<file path="config.mk">
export PLATFORM = sky130hd
export DESIGN_NAME = flappy_engine
export DESIGN_NICKNAME = d
export VERILOG_FILES = /design/src/rtl/flappy_engine.sv
export SDC_FILE = /design/constraint.sdc
export NUM_CORES = 1
export LEC_CHECK = 0
export BUFFER_PORTS_ARGS = -buffer_cell sky130_fd_sc_hd__clkbuf_2
export CORE_MARGIN = 1
export CORE_UTILIZATION = 35
export CTS_CLUSTER_DIAMETER = 50
export DETAILED_ROUTE_END_ITERATION = 8
export GPL_ROUTABILITY_DRIVEN = 0
export PLACE_DENSITY_LB_ADDON = 0.15
export SYNTH_ARGS = -nofsm -noshare
export SYNTH_HDL_FRONTEND = slang
export SYNTH_SLANG_ARGS = --single-unit
export TNS_END_PERCENT = 1
</file>
<file path="constraint.sdc">
create_clock -name clk -period 10.4 [get_ports clk]
set_clock_uncertainty 0.05 [all_clocks]
set_input_delay 0.52 -clock clk [delete_from_list [all_inputs] [get_ports clk]]
set_output_delay 0.52 -clock clk [all_outputs]
set_load 0.005 [all_outputs]
</file>
<file path="src/rtl/flappy_engine.sv">
// flappy_engine: once-per-frame game state (bird, pipes, coin, score, status) for the VGA display.
// Coin pickup is built only when FLAPPY_COIN_EN is defined; otherwise coin is constant 0.
module flappy_engine #(
    parameter int          MARIO_X      = 70,
    parameter int          OBJ_W        = 16,
    parameter int          PIPE_W       = 50,
    parameter int          Y_START      = 200,
    parameter int          GRAVITY      = 1,
    parameter int          FLAP_V       = 7,
    parameter int          MAX_FALL     = 8,
    parameter int          PIPE_SPACING = 220,
    parameter int          COIN_BONUS   = 5,
    parameter logic [15:0] SEED         = 16'hACE1
) (
    input  logic        clk,
    input  logic        rst,
    input  logic        frame_tick,
    input  logic        btn_flap,
    input  logic        btn_sel,
    output logic [1:0]  status,
    output logic [15:0] score,
    output logic [15:0] mario,
    output logic [31:0] pipe_1,
    output logic [31:0] pipe_2,
    output logic [31:0] pipe_3,
    output logic [31:0] coin
);

    // The state encoding is the status code itself, so status is a plain register.
    typedef enum logic [1:0] {
        ST_OVER  = 2'b00,
        ST_MENU0 = 2'b01,
        ST_MENU1 = 2'b10,
        ST_PLAY  = 2'b11
    } state_t;

    localparam logic [10:0]        MX     = 11'(MARIO_X);
    localparam logic [10:0]        OW     = 11'(OBJ_W);
    localparam logic [10:0]        PW     = 11'(PIPE_W);
    localparam logic [10:0]        WRAP   = 11'(3 * PIPE_SPACING);
    localparam logic [10:0]        GROUND = 11'd480;
    localparam logic signed [6:0]  V_MAX  = 7'(MAX_FALL);
    localparam logic signed [6:0]  V_GRAV = 7'(GRAVITY);
    localparam logic signed [5:0]  V_FLAP = 6'(-FLAP_V);

    state_t             state;
    logic [1:0]         speed;
    logic [7:0]         gap;
    logic [9:0]         bird_y;
    logic signed [5:0]  bird_v;
    logic [3:0]         wing_cnt;
    logic               wing_flag;
    logic [15:0]        lfsr;
    logic [15:0]        score_r;
    logic [9:0]         pa [3];
    logic [9:0]         ph [3];
    logic [7:0]         pg [3];
    logic               btn_flap_q;
    logic               btn_sel_q;
    logic               flap_pend;
    logic               sel_pend;

    logic               flap_rise;
    logic               sel_rise;
    logic               flap_ev;
    logic               sel_ev;
    logic               start_mode;
    logic [7:0]         start_gap;
    logic signed [6:0]  v_sum;
    logic signed [5:0]  v_mid;
    logic signed [5:0]  v_new;
    logic signed [11:0] y_sum;
    logic [9:0]         y_new;
    logic [3:0]         wing_cnt_n;
    logic [10:0]        a_wrap [3];
    logic [9:0]         pa_n [3];
    logic [9:0]         ph_n [3];
    logic [7:0]         pg_n [3];
    logic [2:0]         resp;
    logic [2:0]         pass;
    logic [2:0]         hit_pipe;
    logic               hit;
    logic [15:0]        lfsr_n;
    logic [16:0]        bonus;
    logic [16:0]        score_sum;
    logic [15:0]        score_n;

`ifdef FLAPPY_COIN_EN
    logic               coin_vis;
    logic [9:0]         coin_x;
    logic [9:0]         coin_y;
    logic [9:0]         cx_n;
    logic [9:0]         cy_n;
    logic               cvis_mid;
    logic               coin_hit;
`endif

    assign flap_rise  = btn_flap & ~btn_flap_q;
    assign sel_rise   = btn_sel & ~btn_sel_q;
    // An edge landing on the tick cycle itself is consumed by that tick.
    assign flap_ev    = flap_pend | flap_rise;
    assign sel_ev     = sel_pend | sel_rise;
    assign start_mode = (state == ST_MENU1);
    assign start_gap  = start_mode ? 8'd110 : 8'd140;

    always_comb begin
        v_sum = {bird_v[5], bird_v} + V_GRAV;
        if (flap_ev) begin
            v_mid      = V_FLAP;
            wing_cnt_n = 4'd8;
        end else begin
            v_mid      = (v_sum > V_MAX) ? V_MAX[5:0] : v_sum[5:0];
            wing_cnt_n = (wing_cnt != 4'd0) ? wing_cnt - 4'd1 : 4'd0;
        end
        y_sum = $signed({2'b00, bird_y}) + $signed({{6{v_mid[5]}}, v_mid});
        if (y_sum[11]) begin
            y_new = 10'd0;
            v_new = 6'sd0;
        end else begin
            y_new = y_sum[9:0];
            v_new = v_mid;
        end

        // Pipes respawn in index order; each respawn draws the current LFSR value then steps it.
        lfsr_n = lfsr;
        for (int i = 0; i < 3; i++) begin
            resp[i]   = (pa[i] < {8'd0, speed});
            a_wrap[i] = {1'b0, pa[i]} + WRAP - {9'd0, speed};
            if (resp[i]) begin
                pa_n[i] = a_wrap[i][9:0];
                ph_n[i] = 10'd64 + {2'd0, lfsr_n[7:0]};
                pg_n[i] = gap;
                lfsr_n  = {lfsr_n[0] ^ lfsr_n[2] ^ lfsr_n[3] ^ lfsr_n[5], lfsr_n[15:1]};
            end else begin
                pa_n[i] = pa[i] - {8'd0, speed};
                ph_n[i] = ph[i];
                pg_n[i] = pg[i];
            end
            pass[i]     = ({1'b0, pa[i]} + PW >= MX) && ({1'b0, pa_n[i]} + PW < MX);
            hit_pipe[i] = ({1'b0, pa_n[i]} < MX + OW) && ({1'b0, pa_n[i]} + PW > MX) &&
                          (({1'b0, y_new} < {1'b0, ph_n[i]}) ||
                           ({1'b0, y_new} + OW > {1'b0, ph_n[i]} + {3'd0, pg_n[i]} - 11'd1));
        end
        hit = (|hit_pipe) || ({1'b0, y_new} + OW >= GROUND);

        bonus = 17'd0;
`ifdef FLAPPY_COIN_EN
        cx_n     = pa_n[1] + 10'd17;
        cy_n     = ph_n[1] + {3'd0, pg_n[1][7:1]} - 10'd8;
        cvis_mid = resp[1] | coin_vis;
        coin_hit = cvis_mid &&
                   ({1'b0, cx_n} < MX + OW) && ({1'b0, cx_n} + OW > MX) &&
                   ({1'b0, cy_n} < {1'b0, y_new} + OW) && ({1'b0, cy_n} + OW > {1'b0, y_new});
        if (coin_hit) bonus = 17'(COIN_BONUS);
`endif
        score_sum = {1'b0, score_r} + 17'(pass[0]) + 17'(pass[1]) + 17'(pass[2]) + bonus;
        score_n   = score_sum[16] ? 16'hFFFF : score_sum[15:0];
    end

    always_ff @(posedge clk or posedge rst) begin
        if (rst) begin
            state      <= ST_MENU0;
            speed      <= 2'd2;
            gap        <= 8'd140;
            bird_y     <= 10'(Y_START);
            bird_v     <= 6'sd0;
            wing_cnt   <= 4'd0;
            wing_flag  <= 1'b0;
            lfsr       <= SEED;
            score_r    <= 16'd0;
            pa[0]      <= 10'd460;
            ph[0]      <= 10'd160;
            pa[1]      <= 10'd680;
            ph[1]      <= 10'd200;
            pa[2]      <= 10'd900;
            ph[2]      <= 10'd120;
            pg[0]      <= 8'd140;
            pg[1]      <= 8'd140;
            pg[2]      <= 8'd140;
            btn_flap_q <= 1'b0;
            btn_sel_q  <= 1'b0;
            flap_pend  <= 1'b0;
            sel_pend   <= 1'b0;
`ifdef FLAPPY_COIN_EN
            coin_vis   <= 1'b1;
            coin_x     <= 10'd697;
            coin_y     <= 10'd222;
`endif
        end else begin
            btn_flap_q <= btn_flap;
            btn_sel_q  <= btn_sel;
            if (!frame_tick) begin
                if (flap_rise) flap_pend <= 1'b1;
                if (sel_rise)  sel_pend  <= 1'b1;
            end else begin
                flap_pend <= 1'b0;
                sel_pend  <= 1'b0;
                case (state)
                    ST_MENU0, ST_MENU1: begin
                        if (flap_ev) begin
                            state     <= ST_PLAY;
                            speed     <= start_mode ? 2'd3 : 2'd2;
                            gap       <= start_gap;
                            score_r   <= 16'd0;
                            bird_y    <= 10'(Y_START);
                            bird_v    <= 6'sd0;
                            wing_cnt  <= 4'd0;
                            wing_flag <= 1'b0;
                            pa[0]     <= 10'd460;
                            ph[0]     <= 10'd160;
                            pa[1]     <= 10'd680;
                            ph[1]     <= 10'd200;
                            pa[2]     <= 10'd900;
                            ph[2]     <= 10'd120;
                            pg[0]     <= start_gap;
                            pg[1]     <= start_gap;
                            pg[2]     <= start_gap;
`ifdef FLAPPY_COIN_EN
                            coin_vis  <= 1'b1;
                            coin_x    <= 10'd697;
                            coin_y    <= 10'd192 + {3'd0, start_gap[7:1]};
`endif
                        end else if (sel_ev) begin
                            state <= (state == ST_MENU0) ? ST_MENU1 : ST_MENU0;
                        end
                    end
                    ST_PLAY: begin
                        bird_y    <= y_new;
                        bird_v    <= v_new;
                        wing_cnt  <= wing_cnt_n;
                        wing_flag <= (wing_cnt_n != 4'd0);
                        lfsr      <= lfsr_n;
                        score_r   <= score_n;
                        for (int i = 0; i < 3; i++) begin
                            pa[i] <= pa_n[i];
                            ph[i] <= ph_n[i];
                            pg[i] <= pg_n[i];
                        end
`ifdef FLAPPY_COIN_EN
                        coin_x   <= cx_n;
                        coin_y   <= cy_n;
                        coin_vis <= cvis_mid & ~coin_hit;
`endif
                        if (hit) state <= ST_OVER;
                    end
                    default: begin
                        if (flap_ev) state <= ST_MENU0;
                    end
                endcase
            end
        end
    end

    assign status = state;
    assign score  = score_r;
    assign mario  = {wing_flag, 5'd0, bird_y};
    assign pipe_1 = {4'd0, pg[0], pa[0], ph[0]};
    assign pipe_2 = {4'd0, pg[1], pa[1], ph[1]};
    assign pipe_3 = {4'd0, pg[2], pa[2], ph[2]};
`ifdef FLAPPY_COIN_EN
    assign coin   = {coin_vis, 11'd0, coin_y, coin_x};
`else
    assign coin   = 32'd0;
`endif

endmodule

</file>
==> results of run 1 <==
report_power, final:
group	internal, mW	total [mW]	switching [mW]
sequential	0.660	0.796	0.136
combinational	0.878	2.24	1.36
clock	0.445	0.703	0.258
total	1.98	3.74	1.75
stage by stage:
step | cells | power, mW | util, % | setup WS [ns]
final | 2290 | 3.74 | 39.6 | 2.67
after global routing | 2290 | 4.06 | 39.6 | 1.87
after CTS | 2290 | 3.73 | 39.6 | 2.70
after detailed placement | 2258 | 3.00 | 37.9 | 2.75
after global placement | 2258 | 2.98 | 37.9 | 3.06
after floorplan | 1725 | 2.40 | - | 3.99
worst reg2reg max path, delay by kind of cell (launching register included):
family | cells | cell delay [ns]
XOR/XNOR | 2 | 0.70
AO/OA/AOI/OAI | 14 | 3.42
buffers and inverters | 2 | 0.28
adder cells (fa/ha/maj) | 4 | 1.36
flip-flops | 1 | 0.42
multiplexers | 1 | 0.23
AND/OR/NAND/NOR | 7 | 1.19
cell type report:
cell class,count,area [um2]
Clock inverter,9,179
Timing Repair Buffer,134,713
Tap cell,518,648
Multi-Input combinational cell,1315,9090
Inverter,146,553
Sequential cell,145,3680
Fill cell,4013,23400
Clock buffer,23,478
layer usage:
layer	up-vias	wire length, um	track usage, %	part of all wire (%)
li1	5996	-	-	-
met1	6029	20300	29.5	47
met2	257	20600	35.8	48
met3	35	1700	3.21	3.9
met4	0	805	6.54	1.9
met5	-	0	0	0
registers in the layout, indices dropped and copies added (netlist names):
name / flops
gap: 2
lfsr: 16
wing_flag: 1
pipe_1: 28
bird_v: 6
pipe_3: 28
status: 2
btn_flap_q: 1
wing_cnt: 4
btn_sel_q: 1
pipe_2: 28
score: 16
flap_pend: 1
sel_pend: 1
bird_y: 10
cells by family (layout without fill, tap and decap cells):
kind of cell             after synthesis  count (layout)  synth area share [%]
flip-flops                           145             145                  26.8
XOR/XNOR                              70              70                  4.56
multiplexers                          20              20                  1.57
buffers and inverters                265             312                  8.77
AO/OA/AOI/OAI                        514             514                  23.1
AND/OR/NAND/NOR                      457             457                  16.3
adder cells (fa/ha/maj)              205             205                  18.9
other                                  1              49                0.0272
how the worst min path moves through the flow:
stage,from,end,slack [ns],cells past startpoint
global placement,sel_pend$_DFFE_PP0P_,sel_pend$_DFFE_PP0P_,0.41,2
floorplan,sel_pend$_DFFE_PP0P_,sel_pend$_DFFE_PP0P_,0.40,2
detailed placement,sel_pend$_DFFE_PP0P_,sel_pend$_DFFE_PP0P_,0.42,2
finish,rst,score[1]$_DFFE_PP0P_,0.17,2
global route,btn_flap,btn_flap_q$_DFF_PP0_,0.16,1
CTS,btn_flap,btn_flap_q$_DFF_PP0_,0.15,1
cell usage after synthesis (21+ instances only):
library cell | count | share of area [%]
a211oi_1 | 25 | 1.4
a21o_1 | 35 | 1.9
a21oi_1 | 134 | 4.9
and3_1 | 21 | 0.95
buf_4 | 50 | 2.7
clkbuf_1 | 61 | 1.7
dfrtp_1 | 101 | 18
dfstp_2 | 44 | 8.4
ha_1 | 198 | 18
inv_1 | 146 | 4.0
nand2_1 | 153 | 4.2
nand3_1 | 34 | 1.2
nor2_1 | 91 | 2.5
nor3_1 | 44 | 1.6
o21ai_0 | 164 | 6.0
o22ai_1 | 24 | 1.1
xnor2_1 | 45 | 2.9
xor2_1 | 24 | 1.5
==> results_dict.tcl, run 1 <==
set metrics [dict create \
    critical_path.startpoint "bird_v[0]$_DFFE_PP0P_" \
    fin_crit_ns 7.73 \
    grt_pass1_wl_um 68500 \
    synth.distinct_cells 87 \
    final_nets 1968 \
    cts_resized 0 \
    post-route-cell-area_um2 15300 \
    cts.reportedPaths.clkPinSlew_ns 0.06 \
    final_common_cell "ha_1" \
    timing.critical_path.buf_inv 2 \
    io_buffer_count 117 \
    vdd_drop_max_uv 137 \
    antenna_cells 0 \
    clock-sinks 145 \
    routedWlPerCell_um 18.9 \
    cts_buffers 17 \
    grt_overflow_total 0 \
    cts_max_level 4 \
    hpwl_um 32800 \
    hold_slack_ns 0.169 \
    syn2layout_area_growth_pct 11.5 \
    cpPeakStageDelay_ns 0.64 \
    placed_cell_area_um2 14700 \
    report.final.setup_viol 0 \
    path_depth 30 \
    p_leak_nw 7.25 \
    clock_path_buffers 2 \
    worst_hold_path_type "primary input to async pin" \
    grt_max_degree 89 \
    fin_crit_sh_pct 74.3 \
    drt.antenna.violating_nets 0 \
    status "complete, no violations" \
    antenna_found_initial 0 \
    yosysSeqAreaShare_pct 26.8 \
    tns_ns 0 \
    avgSynthCellArea_um2 8.21 \
    drv_slew 0 \
    synth-seq-cells 145 \
    critPathMaxFanout 21 \
    rrSetupSlack_ns 2.67 \
    via_per_inst 5.38 \
    critPathLaunchType "register" \
    root_buffer "clkbuf_16" \
    endpoint "status[1]$_DFFE_PP0P_" \
    power_density_nw_per_um2 243 \
    worstPathRequired_ns 10.72 \
    top_level_ports 167 \
    synth_edf_count 0 \
    cp.arrival_ns 8.05 \
    die-height_um 200 \
    cts_tree "done" \
    clk_latency_ns 0.45 \
    die_area_um2 40100 \
    ff2ff_path_depth 30 \
    finalHoldViolCount 0 \
    crit-reg2reg-capture "status[1]$_DFFE_PP0P_" \
    via_count 12300 \
    cts_setup_buffers 0 \
    max_freq_mhz 129 \
    cp_top_family "compound AO/OA/AOI/OAI gates" \
    grt_pass1_vias 11900 \
    drive_above_1_share_pct 13.8 \
    firstDrtPassIters 5 \
    cap_violations 0 \
    tightest_slew_ns 1.06 \
    grtUsageTotal_pct 21.8 \
    critical_path_class "register to register" \
    netlist_area_um2 13800 \
    r2r_start "bird_v[0]$_DFFE_PP0P_" \
    initial_core_util_pct 35.5 \
    netlist_instances 1677 \
    end_kind "register" \
    final_cell_mix "198 x ha_1, 164 x o21ai_0, 153 x nand2_1" \
    dieWidth_um 200 \
    rows 72 \
    first_iter_violations 796 \
    cts_hold_buffers 0 \
    synth_ff_type "dfrtp_1" \
    wl_um 43400 \
    core_area_um2 38700 \
    relSlewSlack_pct 28.9 \
    rsz0062_at_grt "no" \
    slowest_stage "o211ai_1" \
    yosysWarnings 0 \
    synth_async_sr_flop_share_pct 100 \
    drcViolationCount 0 \
]
(Power assumes the default switching activity.)
==> run 2: changes to the inputs <==
==> constraint.sdc (replaced) <==
create_clock -name clk -period 7.55 [get_ports clk]
set_clock_uncertainty 0.05 [all_clocks]
set_input_delay 0.3775 -clock clk [delete_from_list [all_inputs] [get_ports clk]]
set_output_delay 0.3775 -clock clk [all_outputs]
set_load 0.005 [all_outputs]
==> run 2 against run 1 <==
Effect of this change: the run now ends with hold timing left; global-route usage rose by 0.19 points; critical path depth grew 1; first-iteration DRC count fell by 18%; final area up 0.44%; setup slack worse by 2.1 ns; register-to-register slack lost 2.1 ns; hold slack got worse by 0.19 ns; die area unchanged; non-clock buffer count increased by 10; sequential share of layout area decreased by 0.11 points; clock-buffer cell count shrank 3; largest cell class unchanged.
==> results_dict.tcl, run 2 (synthesis results as in run 1) <==
set metrics [dict create \
    grt_overflow_total 0 \
    final_cells 2300 \
    tightest_slew_ns 1.07 \
    final_nets 1978 \
    dp.cells 2267 \
    cap_violations 0 \
    drv_slew 0 \
    ff2ff_path_depth 31 \
    fin_crit_sh_pct 91.9 \
    internal_power_mw 2.71 \
    syn2layout_area_growth_pct 12.0 \
    antenna_found_initial 0 \
    wl_um 43900 \
    hpwl_um 33000 \
    final_util_pct 39.8 \
    p_leak_nw 7.29 \
    cp.arrival_ns 7.25 \
    first_iter_violations 654 \
    tns_ns 0 \
    swShare_pct 47.6 \
    relSlewSlack_pct 28.8 \
    fin_crit_ns 6.94 \
    root_buffer "clkbuf_16" \
    grt_pass1_vias 11900 \
    max_freq_mhz 144 \
    p_comb_share_pct 61.1 \
    final_common_cell "ha_1" \
    rsz0062_at_grt "no" \
    drt.antenna.violating_nets 0 \
    end_kind "register" \
    io_buffer_count 117 \
    cts_buffers 17 \
    critPathMaxFanout 12 \
    critical_path_class "register to register" \
    worstPathRequired_ns 7.87 \
    final_cell_mix "197 x ha_1, 164 x o21ai_0, 152 x nand2_1" \
    drcViolationCount 0 \
    slowest_stage "dfrtp_1" \
    grt_pass1_wl_um 68700 \
    clk_latency_ns 0.45 \
    grtUsageTotal_pct 22.0 \
    report.final.setup_viol 0 \
    cts_tree "done" \
    violations "hold timing" \
    rows 72 \
    seqPwrFrac_pct 21.1 \
    vdd_drop_max_uv 290 \
    die-height_um 200 \
    cts_max_level 4 \
    firstDrtPassIters 6 \
    cts.reportedPaths.clkPinSlew_ns 0.06 \
    dieWidth_um 200 \
    drive_above_1_share_pct 14.8 \
    status "finished, violations left" \
    p_total_mw 5.17 \
    top_level_ports 167 \
    hold_slack_ns -0.0245 \
    worst_hold_path_type "primary input to async pin" \
    via_count 12300 \
    power_density_nw_per_um2 335 \
    antenna_cells 0 \
    finalHoldViolCount 2 \
    cpPeakStageDelay_ns 0.42 \
    clock-sinks 145 \
    grt_max_degree 78 \
    clockPowerShare_pct 17.7 \
    clock_path_buffers 2 \
    p_sw_mw 2.46 \
    crit_top_cell "o21ai_0" \
    critPathLaunchType "register" \
    die_area_um2 40100 \
    initial_core_util_pct 35.5 \
    routedWlPerCell_um 19.1 \
    via_per_inst 5.35 \
    core_area_um2 38700 \
]
==> run 2: cell types whose count changed in the layout (fill, tap and decap cells not counted), moves of 2 or more <==
cell / change
clkbuf_1: -2
bufinv_16: -2
inv_6: +2
buf_4: +10
xnor2_1: -2
xnor2_2: +2
==> run 2: final timing paths <==
| path | from | end | slack (ns) |
|---|---|---|---|
| setup / recovery | bird_v[0]$_DFFE_PP0P_ | status[1]$_DFFE_PP0P_ | 0.61 |
| setup reg to reg | bird_v[0]$_DFFE_PP0P_ | status[1]$_DFFE_PP0P_ | 0.61 |
| hold / removal | rst | score[1]$_DFFE_PP0P_ | -0.02 |
| max in group asynchronous | rst | pipe_1[9]$_DFFE_PP0P_ | 6.03 |
| hold reg to reg | wing_flag$_DFFE_PP0P_ | wing_flag$_DFFE_PP0P_ | 0.45 |
| min in group clk | btn_flap | btn_flap_q$_DFF_PP0_ | 0.02 |
==> run 2: final cells by class <==
type                    instances  area [um2]
multi-input cells            1315        9130
clock buffers                  20         457
clock inverters                12         158
well taps                     518         648
fillers                      4002       23300
flip-flops and latches        145        3680
inverters                     146         553
repair buffers                144         788
==> run 2: stage by stage <==
step | cell area [um2] | worst slack [ns]
6_report | 15400 | 0.613
2_1_floorplan | 13900 | 1.14
3_3_place_gp | 14800 | 0.308
5_1_grt | 15400 | 0.0124
3_5_place_dp | 14800 | 0.0409
4_1_cts | 15400 | 0.411
==> run 2: power by group through the flow <==
stage	registers (mW)	clock network [mW]	logic, mW
after detailed placement	1.11	0	3.11
after global routing	1.12	0.970	3.53
after CTS	1.09	0.938	3.13
after floorplan	1.04	0	2.27
final	1.09	0.916	3.16
after global placement	1.11	0	3.06
==> run 2: timing repair <==
| item | CTS | global route |
|---|---|---|
| pin swaps | 1 | 0 |
| buffers inserted | 1 | 0 |
| endpoints found under the setup margin | 2 | 2 |
| resized for setup | 0 | 7 |
| hold buffers | 0 | 0 |
==> run 2: per-layer routing <==
metal  track usage, %  vias to the layer above  share of wire, %
met4             5.04                        0               1.5
li1                 -                     6029                 -
met5                0                        -                 0
met1             29.5                     5974                47
met2             37.1                      260                48
met3             3.16                       41               3.6
==> run 2: critical path: cells and delay by family (launching register included) <==
| family | cells | cell delay [ns] |
|---|---|---|
| AO/OA/AOI/OAI | 16 | 3.00 |
| adder cells (fa/ha/maj) | 5 | 1.43 |
| AND/OR/NAND/NOR | 6 | 1.22 |
| flip-flops | 1 | 0.42 |
| XOR/XNOR | 1 | 0.25 |
| buffers and inverters | 2 | 0.25 |
| multiplexers | 1 | 0.22 |
